[src/rtl/vga_pkg.sv]
// Shared constants and payload types for the VGA frame-synchronous state scheduler.
package vga_pkg;

    localparam int unsigned DATA_W  = 16;
    localparam int unsigned ADDR_W  = 2;
    localparam int unsigned COORD_W = 10;
    localparam int unsigned STAT_W  = 3;

    localparam int unsigned X_MAX_DEF = 624;
    localparam int unsigned Y_MAX_DEF = 464;

    // Scheduler states
    localparam logic [1:0] ST_IDLE  = 2'd0;
    localparam logic [1:0] ST_ARMED = 2'd1;
    localparam logic [1:0] ST_SWAP  = 2'd2;

    localparam logic [ADDR_W-1:0] ADDR_X    = 2'd0;
    localparam logic [ADDR_W-1:0] ADDR_Y    = 2'd1;
    localparam logic [ADDR_W-1:0] ADDR_STAT = 2'd2;

    // {not_started, won, dead}: a fresh game has not started yet
    localparam logic [STAT_W-1:0] STAT_RESET = 3'b100;

    typedef struct packed {
        logic [STAT_W-1:0]  stat;
        logic [COORD_W-1:0] y;
        logic [COORD_W-1:0] x;
    } shadow_t;

endpackage

[src/rtl/vga_state_scheduler_if.sv]
// CPU write port, frame sync and display-word bus of the state scheduler.
interface vga_state_scheduler_if;
    import vga_pkg::*;

    logic              frame_start;
    logic              wr_en;
    logic [ADDR_W-1:0] wr_addr;
    logic [DATA_W-1:0] wr_data;
    logic              commit;
    logic [DATA_W-1:0] disp1;
    logic [DATA_W-1:0] disp2;
    logic              busy;
    logic              commit_drop;
    logic              frame_done;
    logic [DATA_W-1:0] frame_cnt;

    modport master (
        output frame_start, wr_en, wr_addr, wr_data, commit,
        input  disp1, disp2, busy, commit_drop, frame_done, frame_cnt
    );

    modport slave (
        input  frame_start, wr_en, wr_addr, wr_data, commit,
        output disp1, disp2, busy, commit_drop, frame_done, frame_cnt
    );

endinterface

[src/rtl/vga_coord_clamp.sv]
// Combinational unsigned clamp of a screen coordinate to its sprite-safe limit.
module vga_coord_clamp
    import vga_pkg::*;
(
    input  logic [COORD_W-1:0] value,
    input  logic [COORD_W-1:0] limit,
    output logic [COORD_W-1:0] clamped_c
);

    assign clamped_c = (value > limit) ? limit : value;

endmodule

[src/rtl/vga_state_scheduler.sv]
// Holds CPU game-state commits until the next frame boundary, then swaps the
// clamped shadow registers into the renderer's display words in a single edge.
module vga_state_scheduler
    import vga_pkg::*;
#(
    parameter int unsigned X_MAX = X_MAX_DEF,
    parameter int unsigned Y_MAX = Y_MAX_DEF
) (
    input  logic                   clk,
    input  logic                   rst,
    vga_state_scheduler_if.slave   bus
);

    localparam logic [COORD_W-1:0] X_LIM = COORD_W'(X_MAX);
    localparam logic [COORD_W-1:0] Y_LIM = COORD_W'(Y_MAX);

    logic [1:0]         state;
    logic [1:0]         next_state;
    shadow_t            shadow;
    logic               wr_ok_c;
    logic               drop_c;
    logic               swap_c;
    logic [COORD_W-1:0] x_clamp_c;
    logic [COORD_W-1:0] y_clamp_c;
    logic               unused_wr_bits_c;

    assign unused_wr_bits_c = ^bus.wr_data[DATA_W-1:COORD_W];

    // Next state and pulse decode; a frame_start arriving with the commit is not consumed
    always_comb begin
        next_state = state;
        drop_c     = 1'b0;
        swap_c     = 1'b0;
        wr_ok_c    = 1'b0;
        case (state)
            ST_IDLE: begin
                wr_ok_c = bus.wr_en;
                if (bus.commit) next_state = ST_ARMED;
            end
            ST_ARMED: begin
                drop_c = bus.commit;
                if (bus.frame_start) next_state = ST_SWAP;
            end
            ST_SWAP: begin
                drop_c     = bus.commit;
                swap_c     = 1'b1;
                next_state = ST_IDLE;
            end
            default: next_state = ST_IDLE;
        endcase
    end

    always_ff @(posedge clk or posedge rst) begin
        if (rst) state <= ST_IDLE;
        else     state <= next_state;
    end

    // Shadow registers only accept writes while no commit is outstanding
    always_ff @(posedge clk or posedge rst) begin
        if (rst) begin
            shadow.x    <= '0;
            shadow.y    <= '0;
            shadow.stat <= STAT_RESET;
        end else if (wr_ok_c) begin
            case (bus.wr_addr)
                ADDR_X:    shadow.x    <= bus.wr_data[COORD_W-1:0];
                ADDR_Y:    shadow.y    <= bus.wr_data[COORD_W-1:0];
                ADDR_STAT: shadow.stat <= bus.wr_data[STAT_W-1:0];
                default:   ;
            endcase
        end
    end

    vga_coord_clamp u_clamp_x (
        .value     (shadow.x),
        .limit     (X_LIM),
        .clamped_c (x_clamp_c)
    );

    vga_coord_clamp u_clamp_y (
        .value     (shadow.y),
        .limit     (Y_LIM),
        .clamped_c (y_clamp_c)
    );

    always_ff @(posedge clk or posedge rst) begin
        if (rst) begin
            bus.disp1       <= 16'h0000;
            bus.disp2       <= {3'b000, STAT_RESET, COORD_W'(0)};
            bus.busy        <= 1'b0;
            bus.commit_drop <= 1'b0;
            bus.frame_done  <= 1'b0;
        end else begin
            if (swap_c) begin
                bus.disp1 <= {6'b000000, x_clamp_c};
                bus.disp2 <= {3'b000, shadow.stat, y_clamp_c};
            end
            bus.busy        <= (next_state != ST_IDLE);
            bus.commit_drop <= drop_c;
            bus.frame_done  <= swap_c;
        end
    end

    always_ff @(posedge clk or posedge rst) begin
        if (rst)                  bus.frame_cnt <= '0;
        else if (bus.frame_start) bus.frame_cnt <= bus.frame_cnt + 16'd1;
    end

endmodule

[src/flat_wrapper.sv]
// flat-port wrapper written by rule: the top's interface ports become plain ports
module vga_state_scheduler_flat import vga_pkg::*;
#(
    parameter int unsigned X_MAX = X_MAX_DEF,
    parameter int unsigned Y_MAX = Y_MAX_DEF
)
  (clk, rst, bus_frame_start, bus_wr_en, bus_wr_addr, bus_wr_data, bus_commit, bus_disp1, bus_disp2, bus_busy, bus_commit_drop, bus_frame_done, bus_frame_cnt);
  vga_state_scheduler_if bus_i ();
  input  logic clk;
  input  logic rst;
  input wire logic [$bits(bus_i.frame_start)-1:0] bus_frame_start;
  input wire logic [$bits(bus_i.wr_en)-1:0] bus_wr_en;
  input wire logic [$bits(bus_i.wr_addr)-1:0] bus_wr_addr;
  input wire logic [$bits(bus_i.wr_data)-1:0] bus_wr_data;
  input wire logic [$bits(bus_i.commit)-1:0] bus_commit;
  output wire logic [$bits(bus_i.disp1)-1:0] bus_disp1;
  output wire logic [$bits(bus_i.disp2)-1:0] bus_disp2;
  output wire logic [$bits(bus_i.busy)-1:0] bus_busy;
  output wire logic [$bits(bus_i.commit_drop)-1:0] bus_commit_drop;
  output wire logic [$bits(bus_i.frame_done)-1:0] bus_frame_done;
  output wire logic [$bits(bus_i.frame_cnt)-1:0] bus_frame_cnt;
  assign bus_i.frame_start = bus_frame_start;
  assign bus_i.wr_en = bus_wr_en;
  assign bus_i.wr_addr = bus_wr_addr;
  assign bus_i.wr_data = bus_wr_data;
  assign bus_i.commit = bus_commit;
  assign bus_disp1 = bus_i.disp1;
  assign bus_disp2 = bus_i.disp2;
  assign bus_busy = bus_i.busy;
  assign bus_commit_drop = bus_i.commit_drop;
  assign bus_frame_done = bus_i.frame_done;
  assign bus_frame_cnt = bus_i.frame_cnt;
  vga_state_scheduler #(.X_MAX(X_MAX), .Y_MAX(Y_MAX)) u_core (.clk(clk), .rst(rst), .bus(bus_i));
endmodule
[config.mk]
export PLATFORM = sky130hd
export DESIGN_NAME = vga_state_scheduler_flat
export DESIGN_NICKNAME = d
export VERILOG_FILES = /design/src/rtl/vga_pkg.sv /design/src/rtl/vga_state_scheduler_if.sv /design/src/rtl/vga_coord_clamp.sv /design/src/rtl/vga_state_scheduler.sv /design/src/flat_wrapper.sv
export SDC_FILE = /design/constraint.sdc
export NUM_CORES = 1
export LEC_CHECK = 0
export CAP_MARGIN = 30
export CORE_MARGIN = 5
export CORE_UTILIZATION = 45
export CTS_CLUSTER_SIZE = 20
export DETAILED_ROUTE_END_ITERATION = 10
export PLACE_DENSITY = 0.77
export SETUP_SLACK_MARGIN = 0.02
export SYNTH_ARGS = -nofsm -noshare
export SYNTH_HDL_FRONTEND = slang
export SYNTH_HIERARCHICAL = 1
export SYNTH_SLANG_ARGS = --single-unit
[constraint.sdc]
create_clock -name clk -period 3.45 [get_ports clk]
set_clock_uncertainty 0.1 [all_clocks]
set_input_delay 0.69 -clock clk [delete_from_list [all_inputs] [get_ports clk]]
set_output_delay 0.69 -clock clk [all_outputs]
set_load 0.005 [all_outputs]
Yosys cells after proc, flatten, opt, wreduce, memory -nomap -nowiden. Cells that the tools add are included.

Register bits after elaboration: 67. Input bits: 23. Output and inout port bits: 51. Word-level logic and storage cells: 32.

Add/sub/neg operators: 1. Magnitude comparators: 2. Eq/ne operators: 4. Mux-type cells: 8. Reductions and logical operators: 7.

Operator list (count): $mux W10 (2); $add A16 B1 Y16 const B (1); $gt A10 B10 Y1 const B (1); $gt A10 B9 Y1 const B (1); $reduce_and A2 Y1 (3); $eq A2 B1 Y1 const B (2); $eq A2 B2 Y1 const B (2); $logic_not A2 Y1 (2); $mux W2 (2); $pmux W2 S2 (1); $mux W1 (3); $reduce_bool A2 Y1 (1); $reduce_or A2 Y1 (1).

Depth between registers and ports, before layout. Gate-level depths: netlist of the first run.

Depth in word-level cells: 3. Gate-level depth with buffers: 8. Gate-level depth less buffers: 7.

Modules after synthesis. The synthesis of the first run kept the hierarchy.

By module, submodules not included: vga_state_scheduler (instances 1, cells an instance 187, area each 2753.9 um^2); vga_coord_clamp (instances 2, cells an instance 83, area each 605.6 um^2).

Least setup slack after synthesis of the first run. No wires, ideal clock.

Path kind: register to register. Start point: reg u_core/shadow[9] in the netlist's numbering. End point: reg u_core.bus.disp1[4]. Arrival: 1.777 ns. Path slack: 1.449 ns. Stages on the path, launching flop included: 8. Buffers on the path: 1. Cell sequence: dfrtp_1 -> ha_1 -> a21oi_1 -> o211a_1 -> and3_1 -> buf_6 -> o211ai_2 -> mux2_2.

Word-level cells in the longest chain between the ends: 2.

RTL lines: start, declared (RTL line vga_state_scheduler.sv:19) `shadow_t shadow;`; $gt A10 B10 Y1 (RTL line vga_coord_clamp.sv:10) `assign clamped_c = (value > limit) ? limit : value;`; $mux W10 (RTL line vga_coord_clamp.sv:10); net u_core.x_clamp_c[4] (RTL line vga_state_scheduler.sv:23) `logic [COORD_W-1:0] x_clamp_c;`; end signal, assigned (RTL line vga_state_scheduler.sv:95) `bus.disp1 <= {6'b000000, x_clamp_c};`; end, declared (RTL line vga_state_scheduler_if.sv:24) `output disp1, disp2, busy, commit_drop, frame_done, frame_cnt`.

The timed path passes the listed nets, and every way through them passes these cells. A chain may end at the register's enable or synchronous reset.

Final worst setup path of the first run.
Start point: reg u_core/shadow[11] in the netlist's numbering. End point: reg u_core.bus.disp2[7].

Word-level cells in the longest chain between the ends: 2.

RTL lines: $gt A10 B9 Y1 (RTL line vga_coord_clamp.sv:10); $mux W10 (RTL line vga_coord_clamp.sv:10); net u_core.y_clamp_c[7] (RTL line vga_state_scheduler.sv:24) `logic [COORD_W-1:0] y_clamp_c;`; end signal, assigned (RTL line vga_state_scheduler.sv:89) `bus.disp2 <= {3'b000, STAT_RESET, COORD_W'(0)};`; end signal, assigned (RTL line vga_state_scheduler.sv:96) `bus.disp2 <= {3'b000, shadow.stat, y_clamp_c};`; end, declared (RTL line vga_state_scheduler_if.sv:24).

The timed path passes the listed nets, and every way through them passes these cells.

==> summary.log, run 1 <==
INFO  run_status     run_status=finished, final reports clean
INFO  power_and_ir_drop p_switching=0.00157W
INFO  cells_and_area final_common_cell=sky130_fd_sc_hd__dfrtp_1
INFO  yosys          synth_top_cell_area_share=41.0%
INFO  floorplanning  pin_count=74
INFO  global_routing antenna_found_initial=0
INFO  power_and_ir_drop seq_power_share=34.3%
INFO  clock_network  cts-root-buf=sky130_fd_sc_hd__clkbuf_8
INFO  clock_network  numCtsBuffers=9
INFO  timing         rsz0062_at_grt=false
INFO  cells_and_area layout.filler_cells=738
INFO  setup_path     worstRegToRegCells=6
INFO  detailed_routing drtPass1Iterations=4
INFO  job            count_of_max_cap_constraint_violations=0
INFO  yosys          synth_edf_count=0
INFO  worst_hold_path min_path_type=reg2reg
INFO  placement      port-buffer-count=58
INFO  power_and_ir_drop power_per_cell_area=847mW/mm²
INFO  setup_path     critical_path.reg2reg.endpoint=u_core/bus.disp2[7]$_DFFE_PP0P_
INFO  detailed_routing drt_drc_violations_left=0
INFO  global_routing number_of_global_route_vias_before_repair=3125
INFO  floorplanning  floorplan.die_area=0.0108mm²
INFO  yosys          post_synth.cell_area_avg=11.2µm²
INFO  clock_network  htree_num_levels=3
INFO  global_routing grt-ovfl-total=0
INFO  setup_path     worst_setup_path_startpoint=u_core/shadow[11]$_DFFE_PP0P_
INFO  yosys          synth.top_cells.by_area=sky130_fd_sc_hd__dfrtp_1, sky130_fd_sc_hd__mux2_2, sky130_fd_sc_hd__ha_1
INFO  yosys          yosys-mux-area-fraction=13.3%
INFO  timing         totalNegativeSetupSlack=0ns
INFO  setup_path     critPathRequiredTime=3.57ns
INFO  detailed_routing drt.antenna.violating_nets=0
INFO  floorplanning  coreArea=0.00864mm²
INFO  timing         slew_violations=0
INFO  detailed_routing drt-initial-drc-count=177
INFO  setup_path     cp_num_buf_inv=0
INFO  global_routing globalRouteTotalUtil=15.9%
INFO  clock_network  worstSkewPairLatency=0.33ns
INFO  yosys          synth_compound_gate_area_share=12.7%
INFO  power_and_ir_drop clockPowerShare=14.4%
INFO  timing         slew_headroom=45.7%
INFO  yosys          synthesis.instances=353
INFO  yosys          ys.warnings.count=6
INFO  setup_path     cell_class_contributing_the_biggest_share_of_worst_path_delay=compound AO/OA/AOI/OAI gates
INFO  yosys          synth_top_area_cell=sky130_fd_sc_hd__dfrtp_1
INFO  setup_path     timing.reg2reg.setup_slack=0.71ns
INFO  yosys          post_synth_fa_ha_maj_area_fraction=7.57%
INFO  yosys          synth_flop_cell=sky130_fd_sc_hd__dfrtp_1
INFO  clock_network  number_of_clock_sinks=67
INFO  worst_hold_path timing.hold.worst_endpoint=u_core/bus.frame_cnt[15]$_DFFE_PP0P_
INFO  clock_network  cts_resized=0
INFO  floorplanning  start_util=45.9%
INFO  setup_path     setup.worst_path.end_class=flop
INFO  yosys          synth_xor_xnor_area_share=3.69%
INFO  cells_and_area final_layout_size_suffix_gt1_share=21.8%
INFO  power_and_ir_drop pwr-share-comb=51.3%
INFO  timing         final_min_period_over_clock_period=79.6%
INFO  yosys          combinational_family_with_the_most_area_after_synthesis=simple AND/OR/NAND/NOR gates
INFO  timing         hold_viol_final=0
INFO  yosys          post_synth_instance_area=0.00397mm²
INFO  setup_path     timing.rr.start=u_core/shadow[11]$_DFFE_PP0P_
INFO  placement      globalplace.congestion=0.827
INFO  setup_path     worstPathCellList=ha_1 > nor2b_1 > o211ai_1 > and3_1 > o211ai_2 > mux2_2
INFO  yosys          synthArstFlopShare=100%
INFO  timing         max_slew.worst_pin.slew=0.810ns
INFO  power_and_ir_drop max-vdd-ir-drop=0.483mV
INFO  clock_network  cts.reportedPaths.clkPinSlew=0.07ns
INFO  detailed_routing drt-vias-per-instance=5.27
INFO  power_and_ir_drop power_leakage=2.26nW
INFO  timing         period_needed=2.74ns
INFO  setup_path     crit_slowest_cell=sky130_fd_sc_hd__o211ai_1
INFO  floorplanning  die_y=104µm
INFO  timing         max_clock_freq=364MHz
INFO  placement      place.detailed.hpwl=6290µm
INFO  timing         final.setup.worst_slack=0.705ns
INFO  setup_path     setup.worst_path.class=reg2reg
INFO  timing         final-setup-viol-count=0
INFO  global_routing grt_pass1_wl=14300µm
INFO  cells_and_area seqCellArea=0.00168mm²
INFO  yosys          synth.ff_latch_count=67
INFO  global_routing grt_start_max_net_pins=36
INFO  detailed_routing postRouteWirelength=8400µm
INFO  clock_network  cts_tree=built
INFO  clock_network  cts_hold_fix_bufs=0
INFO  yosys          number_of_distinct_library_cells_after_synthesis=40
INFO  floorplanning  die-width=104µm
INFO  floorplanning  placementRows=34
INFO  clock_network  cts.repair_timing.setup_buffer_count=0
INFO  worst_hold_path holdPathStages=1
INFO  cells_and_area mostFrequentLayoutCells=sky130_fd_sc_hd__dfrtp_1, sky130_fd_sc_hd__clkdlybuf4s50_1, sky130_fd_sc_hd__conb_1, sky130_fd_sc_hd__mux2_2, sky130_fd_sc_hd__nand4_1
INFO  cells_and_area multi_input_comb_area=0.00222mm²
INFO  setup_path     critPathMaxFanout=11
INFO  detailed_routing post_drt_wl_per_cell=14.9µm
INFO  setup_path     cp_data_arrival_time=2.86ns
INFO  setup_path     crit_path_max_incr_delay=0.65ns
INFO  worst_hold_path worstHoldStart=u_core/bus.frame_cnt[15]$_DFFE_PP0P_
INFO  detailed_routing detailroute.via_count=2965
INFO  power_and_ir_drop power.switching_fraction=37.7%
INFO  setup_path     worst_setup_path_start_kind=flop
INFO  yosys          synth_sequential_area_ratio=42.3%
INFO  cells_and_area num-nets-final=498
INFO  yosys          synth-simple-area-share=14.0%
INFO  cells_and_area insertedDiodeCount=0
INFO  power_and_ir_drop cellInternalPower=0.00260W
INFO  clock_network  cts-root-to-sink-buffers=2
INFO  placement      detailedPlace.worstSlack=0.762ns
INFO  cells_and_area layout-area-overhead-vs-synth=24.4%
-- logic make-up (layout without fill, tap and decap cells) --
group           after synthesis  count (layout)
simple gates                 88              88
flops                        67              67
buf+inv                      49             104
compound gates               61              61
xor+xnor                     15              15
other cells                   2              49
mux                          47              47
fa+ha+maj                    24              24
-- flip-flops by register name, summed over array words and instances, names as in the netlist --
| signal | count |
|---|---|
| u_core/bus.frame_cnt | 16 |
| u_core/state | 2 |
| u_core/bus.disp2 | 13 |
| u_core/bus.busy | 1 |
| u_core/bus.commit_drop | 1 |
| u_core/bus.frame_done | 1 |
| u_core/bus.disp1 | 10 |
| u_core/shadow | 23 |
-- stage by stage --
step,utilization (%),cell area [µm²],hold slack [ns],total power [W],instances
floorplan,-,4140,0.369,0.00286,400
global placement,55.1,4760,0.363,0.00347,548
detailed placement,55.1,4760,0.363,0.00357,548
CTS,57.1,4930,0.376,0.00420,563
global route,57.1,4930,0.390,0.00452,563
finish,57.1,4930,0.373,0.00418,563
-- power groups by stage --
stage,registers [W],logic (W),clock network (W)
floorplan,0.00139,0.00148,0
global placement,0.00144,0.00204,0
detailed placement,0.00145,0.00212,0
CTS,0.00144,0.00214,0.000621
global route,0.00149,0.00237,0.000663
finish,0.00143,0.00214,0.000602
-- cell usage after synthesis (2+ instances only) --
master and n:
sky130_fd_sc_hd__o211a_1 4, sky130_fd_sc_hd__o21ai_1 2, sky130_fd_sc_hd__conb_1 2, sky130_fd_sc_hd__and4_1 7, sky130_fd_sc_hd__a21oi_1 10, sky130_fd_sc_hd__buf_4 10
sky130_fd_sc_hd__nand2_1 12, sky130_fd_sc_hd__a2bb2oi_1 2, sky130_fd_sc_hd__o211ai_2 22, sky130_fd_sc_hd__and3_1 3, sky130_fd_sc_hd__o21ai_0 18, sky130_fd_sc_hd__inv_1 27
sky130_fd_sc_hd__clkbuf_1 4, sky130_fd_sc_hd__buf_6 2, sky130_fd_sc_hd__xnor2_2 2, sky130_fd_sc_hd__mux2_2 47, sky130_fd_sc_hd__dfrtp_1 65, sky130_fd_sc_hd__nor2b_1 2
sky130_fd_sc_hd__dfstp_2 2, sky130_fd_sc_hd__buf_2 4, sky130_fd_sc_hd__xor2_1 5, sky130_fd_sc_hd__clkbuf_2 2, sky130_fd_sc_hd__nand4_1 27, sky130_fd_sc_hd__xnor2_1 8
sky130_fd_sc_hd__nor2_1 5, sky130_fd_sc_hd__nand3_1 21, sky130_fd_sc_hd__o211ai_1 2, sky130_fd_sc_hd__ha_1 24
-- worst max path at each step --
stage / endpoint / slack, ns / cells after the start
final: u_core/bus.disp2[7]$_DFFE_PP0P_ / 0.71 / 6
after global routing: u_core/bus.disp2[7]$_DFFE_PP0P_ / 0.50 / 6
after CTS: u_core/bus.disp1[6]$_DFFE_PP0P_ / 0.73 / 6
after detailed placement: u_core/bus.disp1[6]$_DFFE_PP0P_ / 0.76 / 6
after global placement: u_core/bus.disp1[4]$_DFFE_PP0P_ / 0.85 / 6
after floorplan: u_core/bus.busy$_DFF_PP0_ / 0.98 / 1
-- layout make-up --
type	count	share of cell area, %
repair buffers	62	12.6
clock buffers	12	2.74
multi-input cells	284	45.0
clock inverters	3	0.812
well taps	108	2.74
inverters	27	2.05
flip-flops and latches	67	34.0
-- metal layers --
layer | global-route usage, % | vias to the layer above | part of all wire, %
met5 | 0 | - | 0
met4 | 4.44 | 0 | 1.1
met3 | 5.59 | 13 | 5.5
met2 | 25.5 | 77 | 48
met1 | 20.5 | 1436 | 45
li1 | - | 1439 | -
Power figures use the tool's default switching activity.
==> run 2, diff against run 1 <==
Settings changed: PLACE_DENSITY 0.77 to 0.8.
Clock period 3.45 ns to 2.4 ns, I/O delays scaled along.
==> run 2 against run 1 <==
Cell count rose by 2.0%. Register-to-register slack got worse by 0.57 ns. First-iteration DRC count fell by 14%. Critical path depth did not move. Count of clock-buffer cells in the layout fell by 3. Wire length rose by 5.2%. Via count rose by 2.9%. Core utilization rose by 1.7 points. Combinational power rose by 50%. Global-route usage rose by 0.89 points. Critical path type unchanged. Largest cell class unchanged.
==> summary.log, run 2 (synthesis results as in run 1) <==
INFO  cells_and_area final_layout_size_suffix_gt1_share=24.5%
INFO  cells_and_area number_of_flip_flops_in_the_largest_register=23
INFO  global_routing grt_pass1_wl=15100µm
INFO  timing         rsz0062_at_grt=false
INFO  clock_network  cts_tree=built
INFO  clock_network  numCtsBuffers=9
INFO  power_and_ir_drop p_total=0.00643W
INFO  clock_network  cts-root-to-sink-buffers=2
INFO  detailed_routing postRouteWirelength=8840µm
INFO  run_status     run_status=finished, final reports clean
INFO  setup_path     setup.worst_path.end_class=flop
INFO  cells_and_area num-nets-final=509
INFO  setup_path     setup.worst_path.class=reg2reg
INFO  clock_network  number_of_clock_sinks=67
INFO  placement      detailedPlace.worstSlack=0.130ns
INFO  setup_path     worst_setup_path_start_kind=flop
INFO  clock_network  cts_hold_fix_bufs=0
INFO  timing         max_slew.worst_pin.slew=0.518ns
INFO  detailed_routing drt_drc_violations_left=0
INFO  cells_and_area seqCellArea=0.00168mm²
INFO  job            count_of_max_cap_constraint_violations=0
INFO  cells_and_area layout.filler_cells=706
INFO  timing         final_min_period_over_clock_period=94.4%
INFO  placement      post-place-cells=557
INFO  cells_and_area reg_top3=u_core/shadow (23), u_core/bus.frame_cnt (16), u_core/bus.disp2 (13)
INFO  power_and_ir_drop power_leakage=2.34nW
INFO  global_routing grt_use_met2=27.7%
INFO  global_routing number_of_global_route_vias_before_repair=3165
INFO  detailed_routing drt.antenna.violating_nets=0
INFO  power_and_ir_drop power_per_cell_area=1270mW/mm²
INFO  setup_path     critPathRequiredTime=2.54ns
INFO  global_routing antenna_found_initial=0
INFO  placement      port-buffer-count=58
INFO  detailed_routing drt-vias-per-instance=5.32
INFO  clock_network  htree_num_levels=3
INFO  floorplanning  start_util=45.9%
INFO  cells_and_area final_cells=574
INFO  timing         final-setup-viol-count=0
INFO  cells_and_area regMostFlops=u_core/shadow
INFO  detailed_routing post_drt_wl_per_cell=15.4µm
INFO  global_routing grt_start_max_net_pins=39
INFO  timing         slew_headroom=65.4%
INFO  clock_network  cts.reportedPaths.clkPinSlew=0.09ns
INFO  cells_and_area layout.core_utilization=58.8%
INFO  cells_and_area multi_input_comb_area=0.00222mm²
INFO  floorplanning  coreArea=0.00864mm²
INFO  floorplanning  floorplan.die_area=0.0108mm²
INFO  detailed_routing drtPass1Iterations=4
INFO  floorplanning  placementRows=34
INFO  clock_network  cts-root-buf=sky130_fd_sc_hd__clkbuf_8
INFO  placement      place.detailed.hpwl=6510µm
INFO  global_routing met3_usage=4.78%
INFO  power_and_ir_drop max-vdd-ir-drop=0.735mV
INFO  floorplanning  die_y=104µm
INFO  timing         hold_viol_final=0
INFO  cells_and_area mostFrequentLayoutCells=sky130_fd_sc_hd__dfrtp_1, sky130_fd_sc_hd__clkdlybuf4s50_1, sky130_fd_sc_hd__conb_1, sky130_fd_sc_hd__mux2_2, sky130_fd_sc_hd__nand4_1
INFO  detailed_routing drt-initial-drc-count=152
INFO  worst_hold_path min_path_type=in2async
INFO  global_routing grt-ovfl-total=0
INFO  detailed_routing detailroute.via_count=3051
INFO  timing         period_needed=2.26ns
INFO  setup_path     crit_slowest_cell=sky130_fd_sc_hd__dfrtp_1
INFO  global_routing met1_usage=20.7%
INFO  floorplanning  die-width=104µm
INFO  timing         slew_violations=0
INFO  setup_path     worstPathCellList=ha_1 > and4_1 > nand4_1 > nand3_1 > o211ai_2 > mux2_2
INFO  setup_path     cp_data_arrival_time=2.40ns
INFO  timing         max_clock_freq=442MHz
INFO  global_routing busiest_layer=met2
INFO  timing         final.setup.worst_slack=0.135ns
INFO  timing         totalNegativeSetupSlack=0ns
INFO  cells_and_area final_common_cell=sky130_fd_sc_hd__dfrtp_1
INFO  floorplanning  pin_count=74
INFO  setup_path     critPathMaxFanout=10
INFO  cells_and_area layout-area-overhead-vs-synth=28.1%
INFO  setup_path     crit_path_max_incr_delay=0.42ns
INFO  global_routing globalRouteTotalUtil=16.8%
INFO  placement      globalplace.congestion=0.856
INFO  cells_and_area insertedDiodeCount=0
INFO  clock_network  worstSkewPairLatency=0.35ns
run 2: power by group:
part	leakage, nW	switching (W)	internal, W	total (W)
clock	0.115	0.000459	0.000688	0.00115
combinational	1.39	0.00149	0.00172	0.00321
sequential	0.827	0.000441	0.00164	0.00208
total	2.34	0.00239	0.00404	0.00643
run 2: cell type report:
cell class / instances / share of cell area (%)
Multi-Input combinational cell: 284 / 43.7
Tap cell: 108 / 2.66
Clock inverter: 6 / 2.27
Inverter: 27 / 2.00
Clock buffer: 9 / 2.44
Timing Repair Buffer: 73 / 13.9
Sequential cell: 67 / 33.1
run 2: stage by stage:
stage / area (µm²) / hold WS, ns
after floorplan: 4140 / 0.369
after global placement: 4820 / 0.363
after detailed placement: 4820 / 0.362
after CTS: 5060 / 0.343
after global routing: 5080 / 0.376
final: 5080 / 0.344
run 2: metal layers:
| metal | vias up | part of all wire [%] |
|---|---|---|
| li1 | 1458 | - |
| met1 | 1477 | 43 |
| met2 | 97 | 48 |
| met3 | 19 | 6.9 |
| met4 | 0 | 1.9 |
| met5 | - | 0 |
run 2: repair_timing:
action,4_1_cts,5_1_grt
buffers inserted,0,2
endpoints found under the setup margin,0,4
gates resized for setup,0,1
run 2: critical path: cells and delay by family (launching register included):
| kind | cells | cell delay (ns) |
|---|---|---|
| compound gates | 1 | 0.08 |
| flops | 1 | 0.42 |
| mux | 1 | 0.28 |
| simple gates | 3 | 0.91 |
| fa+ha+maj | 1 | 0.36 |
run 2: final timing paths:
kind / from / end / slack, ns / cells past startpoint
max: u_core/shadow[19]$_DFFE_PP0P_ / u_core/bus.disp2[4]$_DFFE_PP0P_ / 0.14 / 6
max in group asynchronous: rst / u_core/shadow[16]$_DFFE_PP0P_ / 1.30 / 3
min in group clk: u_core/bus.frame_cnt[15]$_DFFE_PP0P_ / u_core/bus.frame_cnt[15]$_DFFE_PP0P_ / 0.37 / 1
min: rst / u_core/bus.disp1[2]$_DFFE_PP0P_ / 0.34 / 2
min reg2reg: u_core/bus.frame_cnt[15]$_DFFE_PP0P_ / u_core/bus.frame_cnt[15]$_DFFE_PP0P_ / 0.37 / 1
max reg2reg: u_core/shadow[19]$_DFFE_PP0P_ / u_core/bus.disp2[4]$_DFFE_PP0P_ / 0.14 / 6
==> run 3, diff against run 2 <==
Settings changed: SKIP_CTS_REPAIR_TIMING from default to 1.
==> results of run 3 <==
No change in the layout: final DEF, timing and power equal those of run 2.
